--- src/rtl/sdram_pattern_tester.sv ---
// rtl/sdram_pattern_tester.sv - pattern write/read-back sequencer driving the sdram_controller CPU port
// Sweeps NUM_WORDS addresses: a write phase, then a compare read phase, optionally looping.
module sdram_pattern_tester #(
  parameter int          DATA_W      = 32,
  parameter int          ADDR_W      = 27,
  parameter int unsigned BASE_ADDR   = 0,
  parameter int          NUM_WORDS   = 256,
  parameter int unsigned ADDR_STRIDE = 8,
  parameter logic [31:0] PAT_A       = 32'h55,
  parameter logic [31:0] PAT_B       = 32'hAA,
  parameter logic [31:0] LFSR_SEED   = 32'hACE1,
  parameter logic [31:0] LFSR_TAPS   = 32'h80200003,
  parameter int          TIMEOUT     = 1023,
  parameter int          ERR_W       = 16
) (
  input  logic              i_clk,
  input  logic              i_rst_n,
  input  logic              i_start,
  input  logic [1:0]        i_mode,
  input  logic              i_loop,
  input  logic              i_abort,
  input  logic              i_init_done,
  input  logic              i_busy,
  input  logic              i_ack,
  input  logic [DATA_W-1:0] i_data,
  output logic              o_adv,
  output logic              o_rwn,
  output logic [ADDR_W-1:0] o_addr,
  output logic [DATA_W-1:0] o_data,
  output logic              o_running,
  output logic              o_phase,
  output logic              o_done,
  output logic              o_pass,
  output logic              o_timeout,
  output logic [ERR_W-1:0]  o_err_cnt,
  output logic [ADDR_W-1:0] o_first_err_addr,
  output logic [DATA_W-1:0] o_first_err_data,
  output logic [15:0]       o_pass_cnt
);

  localparam int IDX_W = (NUM_WORDS > 1) ? $clog2(NUM_WORDS) : 1;
  localparam int TO_W  = (TIMEOUT > 1) ? $clog2(TIMEOUT) : 1;
  localparam logic [IDX_W-1:0]  LAST_IDX = IDX_W'(NUM_WORDS - 1);
  localparam logic [TO_W-1:0]   TO_LAST  = TO_W'(TIMEOUT - 1);
  localparam logic [DATA_W-1:0] SEED     = DATA_W'(LFSR_SEED);
  localparam logic [DATA_W-1:0] TAPS     = DATA_W'(LFSR_TAPS);

  typedef enum logic [2:0] {S_IDLE, S_WAIT_INIT, S_ISSUE, S_WAIT_ACK, S_DONE} state_t;
  state_t state, state_nxt;

  logic [1:0]        mode;
  logic [IDX_W-1:0]  idx;
  logic              phase;
  logic [DATA_W-1:0] lfsr;
  logic [TO_W-1:0]   tcnt;
  logic              aborted;
  logic [ADDR_W-1:0] addr_cur;
  logic [DATA_W-1:0] pattern;
  logic [DATA_W-1:0] lfsr_step;
  logic              start_take, active, issue_fire, in_wait;

  assign start_take = (state == S_IDLE || state == S_DONE) && i_start;
  assign active     = (state == S_WAIT_INIT || state == S_ISSUE || state == S_WAIT_ACK);
  assign issue_fire = (state == S_ISSUE) && !i_abort && !i_busy;
  assign in_wait    = (state == S_WAIT_ACK) && !i_abort;

  assign addr_cur  = ADDR_W'(BASE_ADDR) + ADDR_W'(idx) * ADDR_W'(ADDR_STRIDE);
  assign lfsr_step = {1'b0, lfsr[DATA_W-1:1]} ^ (lfsr[0] ? TAPS : '0);

  always_comb begin
    pattern = '0;
    case (mode)
      2'd0:    pattern = idx[0] ? DATA_W'(PAT_B) : DATA_W'(PAT_A);
      2'd1:    pattern = DATA_W'(addr_cur);
      2'd2:    pattern = DATA_W'(1) << (32'(idx) % DATA_W);
      default: pattern = lfsr;
    endcase
  end

  always_comb begin
    state_nxt = state;
    case (state)
      S_IDLE, S_DONE: if (i_start) state_nxt = S_WAIT_INIT;
      S_WAIT_INIT: begin
        if (i_abort)          state_nxt = S_DONE;
        else if (i_init_done) state_nxt = S_ISSUE;
      end
      S_ISSUE: begin
        if (i_abort)      state_nxt = S_DONE;
        else if (!i_busy) state_nxt = S_WAIT_ACK;
      end
      S_WAIT_ACK: begin
        if (i_abort)
          state_nxt = S_DONE;
        else if (i_ack)
          state_nxt = (phase && idx == LAST_IDX && !i_loop) ? S_DONE : S_ISSUE;
        else if (tcnt == TO_LAST)
          state_nxt = S_DONE;
      end
      default: state_nxt = S_IDLE;
    endcase
  end

  always_ff @(posedge i_clk or negedge i_rst_n) begin
    if (!i_rst_n) state <= S_IDLE;
    else          state <= state_nxt;
  end

  always_ff @(posedge i_clk or negedge i_rst_n) begin
    if (!i_rst_n) begin
      mode             <= '0;
      idx              <= '0;
      phase            <= 1'b0;
      lfsr             <= '0;
      tcnt             <= '0;
      aborted          <= 1'b0;
      o_adv            <= 1'b0;
      o_rwn            <= 1'b1;
      o_addr           <= '0;
      o_data           <= '0;
      o_timeout        <= 1'b0;
      o_err_cnt        <= '0;
      o_first_err_addr <= '0;
      o_first_err_data <= '0;
      o_pass_cnt       <= '0;
    end else begin
      o_adv <= issue_fire;
      if (start_take) begin
        mode             <= i_mode;
        idx              <= '0;
        phase            <= 1'b0;
        lfsr             <= SEED;
        aborted          <= 1'b0;
        o_timeout        <= 1'b0;
        o_err_cnt        <= '0;
        o_first_err_addr <= '0;
        o_first_err_data <= '0;
        o_pass_cnt       <= '0;
      end
      if (active && i_abort) aborted <= 1'b1;
      // Request fields stay frozen here until the next issue, covering the whole ack wait.
      if (issue_fire) begin
        o_addr <= addr_cur;
        o_data <= pattern;
        o_rwn  <= phase;
        lfsr   <= lfsr_step;
        tcnt   <= '0;
      end
      if (in_wait) begin
        if (i_ack) begin
          // o_data still holds the expected word for the read just completed.
          if (phase && i_data != o_data) begin
            if (o_err_cnt != {ERR_W{1'b1}}) o_err_cnt <= o_err_cnt + ERR_W'(1);
            if (o_err_cnt == '0) begin
              o_first_err_addr <= o_addr;
              o_first_err_data <= i_data;
            end
          end
          if (idx == LAST_IDX) begin
            idx  <= '0;
            lfsr <= SEED;
            if (!phase) begin
              phase <= 1'b1;
            end else begin
              if (o_pass_cnt != 16'hFFFF) o_pass_cnt <= o_pass_cnt + 16'd1;
              if (i_loop) phase <= 1'b0;
            end
          end else begin
            idx <= idx + IDX_W'(1);
          end
        end else if (tcnt == TO_LAST) begin
          o_timeout <= 1'b1;
        end else begin
          tcnt <= tcnt + TO_W'(1);
        end
      end
    end
  end

  assign o_phase   = phase;
  assign o_running = active;
  assign o_done    = (state == S_DONE);
  assign o_pass    = (state == S_DONE) && (o_err_cnt == '0) && !o_timeout && !aborted;

endmodule

--- config.mk ---
export PLATFORM = sky130hd
export DESIGN_NAME = sdram_pattern_tester
export DESIGN_NICKNAME = d
export VERILOG_FILES = /design/src/rtl/sdram_pattern_tester.sv
export SDC_FILE = /design/constraint.sdc
export NUM_CORES = 1
export LEC_CHECK = 0
export BUFFER_PORTS_ARGS = -buffer_cell sky130_fd_sc_hd__buf_2
export CAP_MARGIN = 20
export CORE_UTILIZATION = 33
export CTS_BUF_LIST = sky130_fd_sc_hd__clkbuf_8
export CTS_CLUSTER_SIZE = 30
export DETAILED_ROUTE_END_ITERATION = 10
export PLACE_DENSITY = 0.59
export SLEW_MARGIN = 20
export SYNTH_ARGS = -nofsm -noshare
export SYNTH_HDL_FRONTEND = slang
export SYNTH_SLANG_ARGS = --single-unit
--- constraint.sdc ---
create_clock -name i_clk -period 3.6 [get_ports i_clk]
set_input_delay 0.36 -clock i_clk [delete_from_list [all_inputs] [get_ports i_clk]]
set_output_delay 0.36 -clock i_clk [all_outputs]
set_load 0.02 [all_outputs]
==> metrics.md <==
| Metric | Value |
|---|---|
| Total negative slack | 0 ns |
| CTS H-Tree Depth | 4 |
| Place WS | between 0.8 and 0.9 ns |
| Area growth from synthesis to layout | 16.1% |
| Worst Hold Class | in -> async |
| Buffers on Ports | ~180 |
| R2r endpoint | o_first_err_data[13] |
| Worst-Skew Late Latency | 0.50 ns |
| Die width | 170 um |
| Avg Cell Area, Syn | 9.50 sq um |
| Initial Util | approximately a third |
| VDD IR max | 0.000257 V |
| CP Max Fanout | 8 |
| Worst Tran Pin Value | 1.05 ns |
| LEAKAGE | between 5 and 6 nW |
| Clock Skew | 0.0227 ns |
| Top Layer Used | met4 |
| HPWL after DPL | about 19 mm |
| #FFs+latches synth | 191 |
| CP max-delay cell | dfrtp_1 |
| Most common cell in the netlist | nand2_1 |
| Metal-1 WL | 12.2 mm |
| Critical Path AT | around 2.6 ns |
| Area leader, netlist | dfrtp_1 |
| Row count | 61 |
| First-pass GRT wire length | around 40 mm |
| WL/cell | 17.2 um |
| Power Total | 0.00560 W |
| Pins Over Slew Limit | 0 |
| Clock Sinks | approximately 190 |
| CTS tree | built |
| Final WS setup | 0.662 ns |
| Routed via count | 7680 |
| Core area | 27800 sq um |
| Max Cap Violations | 0 |
| Dpl cells | 1487 |
| Final period util | between 80% and 90% |
| RSZ-0062 raised after global routing | no |
| Placed cell area | 10400 sq um |
| Top cell type's share of synthesized area | 51.1% |
| Drt via density | 5.06 |
| Pwr Density | 518 nW/um^2 |
| Overall Global Routing Usage | 18.2% |
| Share of layout cells above drive strength 1 | 22.1% |
| Grt total ovfl | 0 |
| Antenna viol nets, final | 0 |
| NumNets Final | 1181 |
| Slew headroom | 29.9% |
| Failing checks | negative hold slack |
| Cell variety after synth | 71 |
| Main synth FF type | dfrtp_1 |
| Clock Pin Slew Worst Setup and Hold Paths | 0.10 ns |
| Clock Path Buffers | 2 |
| Top post-synthesis cells by count | nand2_1 (215), dfrtp_1 (190), o21ai_0 (97) |
| Placer Congestion | 0.850 |
| Initial antenna violation count | 0 |
| Fillcell total | 2878 |
| Clk root buf | clkbuf_8 |
| Yosys warning count | 0 |
| Cells after synthesis | between 900 and 1000 |
| Hold Violations, Final | 1 |
| CP cell instances | inv_1 > ha_1 > nor4b_1 > nand4_1 > nor4b_1 > buf_4 > buf_2 |
| Nature of the critical path endpoint | primary output |
| Outcome | complete, but fails checks |
| Clock buffer count from CTS | 17 |
| Vias in the first global route | approximately 7200 |
| Finish-stage setup viols | 0 |
| Final instance area | 10800 sq um |
| DR iter-0 viols | 611 |
| CP Class | reg -> out |
| Top post-synthesis cells by area | dfrtp_1 (51%), nand2_1 (8.7%), o21ai_0 (5.2%) |
| N_diodes | 0 |
| Drt drc | 0 |
| Tmin final | 2.94 ns |
| PostCTS Resize Cnt | 0 |
| Maximum clock frequency | approximately 340 MHz |
| WL final | ~26 mm |
| R2R cell count | 7 |
| Setup crit start kind | register |
| Post-CTS Setup Repair Bufs | 0 |
| CP Buf/Inv Count | 3 |
| CP Data Required Time | 3.24 ns |
| R2r setup slk | 0.78 ns |
| Met2 WL | about 12 mm |
| Die area | 28900 sq um |
| Met3 routed WL | 1.43 mm |
| Drt pass-1 iters | 5 |
| Fraction of registers with async set/reset | 100% |
| RR Startpoint | o_err_cnt[0] |
| Die H | 170 um |
| Non-filler cells in the finished layout | around 1500 |
| Mapped Area | 9310 sq um |
| Crit-path leading delay family | simple AND/OR/NAND/NOR gates |
| Most common cell on crit path | nor4b_1 |
| Post-synth EDFFs | 0 |
| Largest net degree at the start of global routing | 110 |
| # IOs | 199 |
| Hold_ws | -0.00849 ns |
| Worst path max stage delay | 0.48 ns |
| Post-CTS Hold Buffers | 0 |
| Seq/Total Area, Yosys | between 50% and 60% |
[layer usage]
layer | global-route usage, % | vias up
met1 | 25.4 | 3710
met2 | 28.6 | 245
li1 | - | 3697
met3 | 3.49 | 28
met5 | 0 | -
met4 | 5.21 | 0
[registers in the layout, summed over array words and instances (netlist names)]
name / cells
aborted: 1
idx: 8
lfsr: 32
mode: 2
o_addr: 8
o_adv: 1
o_data: 32
o_err_cnt: 16
o_first_err_addr: 27
o_first_err_data: 32
o_pass_cnt: 16
o_phase: 1
o_rwn: 1
o_timeout: 1
state: 3
tcnt: 10
[worst reg2reg max path: stages, from the launching register on]
cell and delay, ns:
dfrtp_1 0.48, inv_1 0.09, ha_1 0.13, nor4b_1 0.22
nand4_1 0.42, a211oi_4 0.53, buf_4 0.59, o21ai_0 0.24
[layout by cell type (no fill, tap or decap), drive strengths merged, types with 8 or more instances in the layout]
cell | Yosys | layout
nor3 | 8 | 8
nand2 | 216 | 216
conb | 1 | 19
mux2i | 13 | 13
nor2 | 49 | 49
clkbuf | 32 | 18
a21oi | 39 | 39
a32oi | 20 | 20
and4 | 9 | 9
inv | 12 | 20
o21ai | 104 | 104
a221oi | 8 | 8
and2 | 29 | 29
and3 | 12 | 12
nand3 | 44 | 44
dfrtp | 190 | 190
buf | 48 | 190
xnor2 | 37 | 37
nand4 | 29 | 29
ha | 11 | 11
[cell type report]
class	instances	area (sq um)	share of cell area, %
Tap cell	378	473	4.38
Timing Repair Buffer	191	1010	9.32
Inverter	12	45.0	0.417
Clock inverter	15	144	1.33
Multi-Input combinational cell	715	4120	38.1
Sequential cell	191	4780	44.2
Clock buffer	17	234	2.17
[worst max-delay path by stage]
stage                       startpoint              endpoint  slack (ns)  cells past startpoint
after floorplan           o_err_cnt[0]                o_pass        1.36                      5
after CTS                 o_err_cnt[0]                o_pass        0.62                      7
final                     o_err_cnt[0]                o_pass        0.66                      7
after global placement    o_err_cnt[0]  o_first_err_data[16]        0.94                      7
after global routing      o_err_cnt[0]                o_pass        0.47                      7
after detailed placement  o_err_cnt[0]   o_first_err_data[9]        0.80                      7
[report_power, final]
part	switching, W	internal, W	leakage [nW]
clock network	0.000866	0.000512	0.192
registers	0.000364	0.00238	2.58
logic	0.000985	0.000494	2.38
[through the flow]
| step | hold WS, ns | utilization [%] |
|---|---|---|
| 2_1_floorplan | 0.0644 | - |
| 3_3_place_gp | 0.449 | 37.5 |
| 3_5_place_dp | 0.454 | 37.5 |
| 4_1_cts | 0.0355 | 38.9 |
| 5_1_grt | 0.0682 | 38.9 |
| 6_report | -0.00849 | 38.9 |
[cell families after synthesis]
family | Yosys count | synth area share [%]
xor gates and xnor gates | 44 | 4.14
and+or+nand+nor | 412 | 21.7
adders and majority gates | 11 | 1.48
buffers and inverters | 92 | 5.18
other | 1 | 0.0403
AOI/OAI and AO/OA | 215 | 14.6
muxes | 14 | 1.52
DFF | 191 | 51.4
Note: power is estimated with default switching activity, not from simulation.
